**src/rtl/neuron_mac_stage.sv**
```systemverilog
// neuron_mac_stage: multiply-accumulate neuron stage.
// Each accepted (x, w) pair adds x*w to the accumulator. The rising edge of the
// counter's ack_mac flag adds the bias. The sum is then scaled, activated and
// saturated, and the result is offered downstream.
// Optional feature macro: NEURON_RELU_EN (ReLU activation; identity when undefined).
// All state updates happen on the falling clock edge.
//
// Handshake: the output is transferred on a falling edge where out_valid=1 and
// out_ready=1. out_valid, out_data and out_sat stay stable until that edge.
// An input sample is accepted on a falling edge where ack=1 and in_ready=1.
module neuron_mac_stage #(
    parameter int DATA_W    = 8,
    parameter int WEIGHT_W  = 8,
    parameter int ACC_W     = 20,
    parameter int FRAC_BITS = 0,
    parameter int OUT_W     = 8
) (
    input  logic                       clk,
    input  logic                       rst,
    input  logic                       ack,
    input  logic signed [DATA_W-1:0]   x,
    input  logic signed [WEIGHT_W-1:0] w,
    input  logic                       ack_mac,
    input  logic signed [ACC_W-1:0]    bias,
    output logic                       in_ready,
    output logic                       out_valid,
    input  logic                       out_ready,
    output logic signed [OUT_W-1:0]    out_data,
    output logic                       out_sat,
    output logic [1:0]                 dbg_state_o
);

    localparam int PROD_W  = DATA_W + WEIGHT_W;
    localparam int OUT_MAX = (2 ** (OUT_W - 1)) - 1;
    localparam int OUT_MIN = -(2 ** (OUT_W - 1));

    localparam logic signed [ACC_W-1:0] SAT_MAX = ACC_W'(OUT_MAX);
    localparam logic signed [ACC_W-1:0] SAT_MIN = ACC_W'(OUT_MIN);

    typedef enum logic [1:0] {
        ST_ACCUM = 2'd0,
        ST_BIAS  = 2'd1,
        ST_ACT   = 2'd2,
        ST_OUT   = 2'd3
    } state_t;

    state_t                  state_q;
    logic signed [ACC_W-1:0] acc_q;
    logic                    mac_q;
    logic                    out_valid_q;
    logic signed [OUT_W-1:0] out_data_q;
    logic                    out_sat_q;

    logic                     start;
    logic signed [PROD_W-1:0] prod;
    logic signed [ACC_W-1:0]  prod_ext;
    logic signed [ACC_W-1:0]  scaled;
    logic signed [OUT_W-1:0]  res_d;
    logic                     sat_d;

    // Only the rising edge of the level flag starts a bias/output sequence.
    assign start    = ack_mac & ~mac_q;
    assign prod     = PROD_W'(x) * PROD_W'(w);
    assign prod_ext = ACC_W'(prod);
    assign scaled   = acc_q >>> FRAC_BITS;

    assign in_ready    = (state_q == ST_ACCUM);
    assign out_valid   = out_valid_q;
    assign out_data    = out_data_q;
    assign out_sat     = out_sat_q;
    assign dbg_state_o = state_q;

    // Activation followed by saturation to the signed output range.
    always_comb begin
        res_d = scaled[OUT_W-1:0];
        sat_d = 1'b0;
`ifdef NEURON_RELU_EN
        if (scaled[ACC_W-1]) begin
            res_d = '0;
        end else if (scaled > SAT_MAX) begin
            res_d = OUT_W'(OUT_MAX);
            sat_d = 1'b1;
        end
`else
        if (scaled > SAT_MAX) begin
            res_d = OUT_W'(OUT_MAX);
            sat_d = 1'b1;
        end else if (scaled < SAT_MIN) begin
            res_d = OUT_W'(OUT_MIN);
            sat_d = 1'b1;
        end
`endif
    end

    // Sequencer: accumulate, add bias, activate, then hold the result until it is taken.
    always_ff @(negedge clk) begin
        if (rst) begin
            state_q     <= ST_ACCUM;
            acc_q       <= '0;
            mac_q       <= 1'b0;
            out_valid_q <= 1'b0;
            out_data_q  <= '0;
            out_sat_q   <= 1'b0;
        end else begin
            // The edge detector tracks in every state, so a start seen outside ACCUM is consumed.
            mac_q <= ack_mac;
            case (state_q)
                ST_ACCUM: begin
                    if (ack) begin
                        acc_q <= acc_q + prod_ext;
                    end
                    if (start) begin
                        state_q <= ST_BIAS;
                    end
                end
                ST_BIAS: begin
                    acc_q   <= acc_q + bias;
                    state_q <= ST_ACT;
                end
                ST_ACT: begin
                    out_data_q  <= res_d;
                    out_sat_q   <= sat_d;
                    out_valid_q <= 1'b1;
                    state_q     <= ST_OUT;
                end
                ST_OUT: begin
                    if (out_ready) begin
                        out_valid_q <= 1'b0;
                        acc_q       <= '0;
                        state_q     <= ST_ACCUM;
                    end
                end
                default: state_q <= ST_ACCUM;
            endcase
        end
    end

endmodule
```
**config.mk**
```make
export PLATFORM = sky130hd
export DESIGN_NAME = neuron_mac_stage
export DESIGN_NICKNAME = d
export VERILOG_FILES = /design/src/rtl/neuron_mac_stage.sv
export SDC_FILE = /design/constraint.sdc
export NUM_CORES = 1
export LEC_CHECK = 0
export CAP_MARGIN = 20
export CORE_MARGIN = 2
export CORE_UTILIZATION = 40
export CTS_CLUSTER_DIAMETER = 60
export DETAILED_ROUTE_END_ITERATION = 8
export GPL_TIMING_DRIVEN = 0
export PLACE_DENSITY = 0.7
export SLEW_MARGIN = 20
export SYNTH_ARGS = -nofsm -noshare
export SYNTH_HDL_FRONTEND = slang
export SYNTH_SLANG_ARGS = --single-unit
```
**constraint.sdc**
```tcl
create_clock -name clk -period 14.6 [get_ports clk]
set_input_delay 3.65 -clock clk [delete_from_list [all_inputs] [get_ports clk]]
set_output_delay 3.65 -clock clk [all_outputs]
set_load 0.02 [all_outputs]
```
==> metrics.txt <==
CTS buffer count=5; hold path start=out_data[2]; Die Span Y=between 100 and 150 µm; setup slack of the critical path after layout=-678 ps; full die area=about 0.016 mm²; share of synthesized flip-flops with an asynchronous set or reset=0; nature of the critical path endpoint=flop; number of warnings reported in the yosys synthesis log=0; CTS HTree Levels=2; master cell of the clock root buffer=sky130_fd_sc_hd__clkbuf_16; Worst Max-Slew Pin Slew=between 900 and 1000 ps; outcome=finished, violations left; number of cells traversed by the worst hold path=2; terminus of the critical flop-to-flop path=acc_q[18]; detailed-route wire length=16100 µm; post-synthesis cell count=683; RSZ-0062 raised after global routing=true; top cells by area in the synthesized netlist=sky130_fd_sc_hd__fa_1, sky130_fd_sc_hd__ha_1, sky130_fd_sc_hd__dfxtp_1; CP Class=in -> reg; most frequently used flop master after synthesis=sky130_fd_sc_hd__dfxtp_1; max-capacitance violation count=0; core footprint=about 0.015 mm²; leading cell type in the layout, fill and taps excluded=sky130_fd_sc_hd__inv_1; post-detail-place hpwl=around 13000 µm; average wire per cell in the routed design=16.3 µm; slew margin rel.=0.368; synthesized-area fraction occupied by and/or/nand/nor cells=0.148; post-route cell area=~0.008 mm²; num ports=54; maximum number of pins on one net before global-route repair=11; clock-pin slew on the worst setup and hold paths=~30 ps; violated checks=negative setup slack; area growth from synthesis to layout=29.5%; share of synthesized area spent on multiplexers=0.00741; gr usage total=0.207; average via count per standard cell=about 5.5; distinct cell type count after synthesis=59; detailed-route via count=about 5400; Cell Rows=45; count of antenna-violating nets left after detailed routing=0; kind of start point of the critical path=primary input; top cell type's share of synthesized area=0.293; end of the worst hold path=out_data[2]; number of failing hold endpoints at the final stage=0; clock sink count=33; Die X-Extent=127 µm; Final Net Count=approximately 1000; final setup fails=12; diode count=0; number of synthesized flops with an enable pin=0; Mapped Area=between 0.006 and 0.007 mm²; flop-to-flop setup slack=9730 ps; number of buffers on the longest clock path=2; TritonCTS clock tree=done; First-pass DRT Iterations=5; share of synthesized area occupied by flip-flops and latches=0.109; synthesized net count=approximately 880; Compound-Gate Fraction of Synth Area=0.175; iteration-0 DRC count of the detailed router=337; Worst EP arrival=8280 ps; post-synthesis share of cell area spent on full adders, half adders and majority gates=0.435; remaining routing DRC violations=0; count of input and output buffers=roughly 50; worst r2r src=acc_q[6]; register bit total from synthesis=33; weighted congestion reported at the end of routability-driven placement=0.907; cell taking the most area after synthesis=sky130_fd_sc_hd__fa_1; Clk Latency, worst-skew pair=between 300 and 400 ps; worst path required time=between 7000 and 8000 ps; most frequent cells in the layout=sky130_fd_sc_hd__inv_1, sky130_fd_sc_hd__fa_1, sky130_fd_sc_hd__ha_1, sky130_fd_sc_hd__nand2_1, sky130_fd_sc_hd__clkdlybuf4s50_1; global-route wire length before repair=roughly 27000 µm; synthesized-area fraction occupied by xor and xnor cells=0.0461; fraction of final layout cells sized beyond drive strength 1=0.169; per-instance average area after synthesis=between 8 and 9 µm²; worst-case clock skew=~12 ps; largest family of logic cells by synthesized area=adder cells; global route total overflow=0; initial antenna violation count=0; cell depth of the worst flop-to-flop path=17; pins over their slew limit=0; critical-path maximum fanout=8; HP Class=reg -> reg; Cell Area, Placed=roughly 0.0071 mm²; sequential cell area in the final layout=roughly 660 µm²; layout filler cell count=between 1000 and 1500; hold bufs inserted after CTS=0; area of the multi-input gates=~0.0055 mm²; initial core utilization=0.404; via count of the first global-routing pass=between 5000 and 6000
-- through the flow --
| step | cells | util | hold slack, ps | setup WS, ps | TNS (ps) |
|---|---|---|---|---|---|
| final | 988 | 0.524 | 468 | -678 | -6330 |
| after global placement | 922 | 0.470 | 460 | -1830 | -20040 |
| after CTS | 983 | 0.511 | 473 | -686 | -5290 |
| after global routing | 988 | 0.524 | 491 | -803 | -8000 |
| after floorplan | 683 | - | 502 | -676 | -4990 |
| after detailed placement | 922 | 0.470 | 466 | -1790 | -19730 |
-- Yosys cell counts, types with 14 or more instances --
| cell type | n |
|---|---|
| sky130_fd_sc_hd__a211oi_1 | 14 |
| sky130_fd_sc_hd__xnor2_1 | 26 |
| sky130_fd_sc_hd__ha_1 | 69 |
| sky130_fd_sc_hd__fa_1 | 89 |
| sky130_fd_sc_hd__dfxtp_1 | 33 |
| sky130_fd_sc_hd__nand2_1 | 41 |
| sky130_fd_sc_hd__and2_1 | 33 |
| sky130_fd_sc_hd__inv_1 | 109 |
| sky130_fd_sc_hd__a21oi_1 | 36 |
| sky130_fd_sc_hd__nor2_1 | 35 |
| sky130_fd_sc_hd__clkbuf_1 | 17 |
-- worst max-delay path: stages --
cell and delay, ps:
sky130_fd_sc_hd__buf_12 100, sky130_fd_sc_hd__and2_4 150, sky130_fd_sc_hd__buf_6 90, sky130_fd_sc_hd__inv_2 30
sky130_fd_sc_hd__fa_1 510, sky130_fd_sc_hd__inv_2 40, sky130_fd_sc_hd__fa_1 450, sky130_fd_sc_hd__fa_1 550
sky130_fd_sc_hd__fa_1 450, sky130_fd_sc_hd__fa_1 510, sky130_fd_sc_hd__ha_4 330, sky130_fd_sc_hd__a21oi_4 70
sky130_fd_sc_hd__o21ai_4 220, sky130_fd_sc_hd__a2111oi_4 100, sky130_fd_sc_hd__or4_4 550, sky130_fd_sc_hd__a311oi_2 260
sky130_fd_sc_hd__o211a_1 190
-- timing repair --
item	4_1_cts	5_1_grt
hold endpoints to repair	0	0
pin swaps	64	38
gates resized for setup	134	31
buffers inserted	21	8
setup endpoints to repair	15	12
-- cell type report --
class	instances	area share
plain buffers	18	0.0122
clock buffers	5	0.0159
clock inverters	36	0.0208
inverters	109	0.0529
multi-input cells	522	0.692
flip-flops and latches	33	0.0839
well taps	188	0.0299
repair buffers	77	0.0920
-- registers in the layout, summed over array words and instances (netlist names) --
register,cells
dbg_state_o,2
acc_q,20
out_valid,1
out_data,8
mac_q,1
out_sat,1
-- per-layer routing --
layer / part of all wire / routed length (µm) / vias to the layer above / track usage
met3: 0.059 / 943 / 26 / 0.0373
met4: 0.016 / 264 / 0 / 0.0543
li1: - / - / 2546 / -
met2: 0.47 / 7580 / 170 / 0.332
met1: 0.45 / 7330 / 2649 / 0.289
met5: 0 / 0 / - / 0
-- cell families after synthesis --
kind of cell / Yosys count
AOI/OAI and AO/OA: 154
xor gates and xnor gates: 32
adders and majority gates: 158
buffers and inverters: 128
DFF: 33
muxes: 4
and+or+nand+nor: 174
-- how the worst max path moves through the flow --
stage | from | to | slack [ps] | cells after the start
final | x[7] | acc_q[18] | -680 | 17
after global routing | x[7] | acc_q[16] | -800 | 20
after CTS | w[0] | acc_q[19] | -690 | 18
after detailed placement | w[0] | acc_q[18] | -1790 | 16
after global placement | w[0] | acc_q[18] | -1830 | 16
after floorplan | x[7] | acc_q[18] | -680 | 15
Power is left out: the tool's default activity adds up to more than one toggle a clock period on the data nets, which glitch-free logic cannot reach.
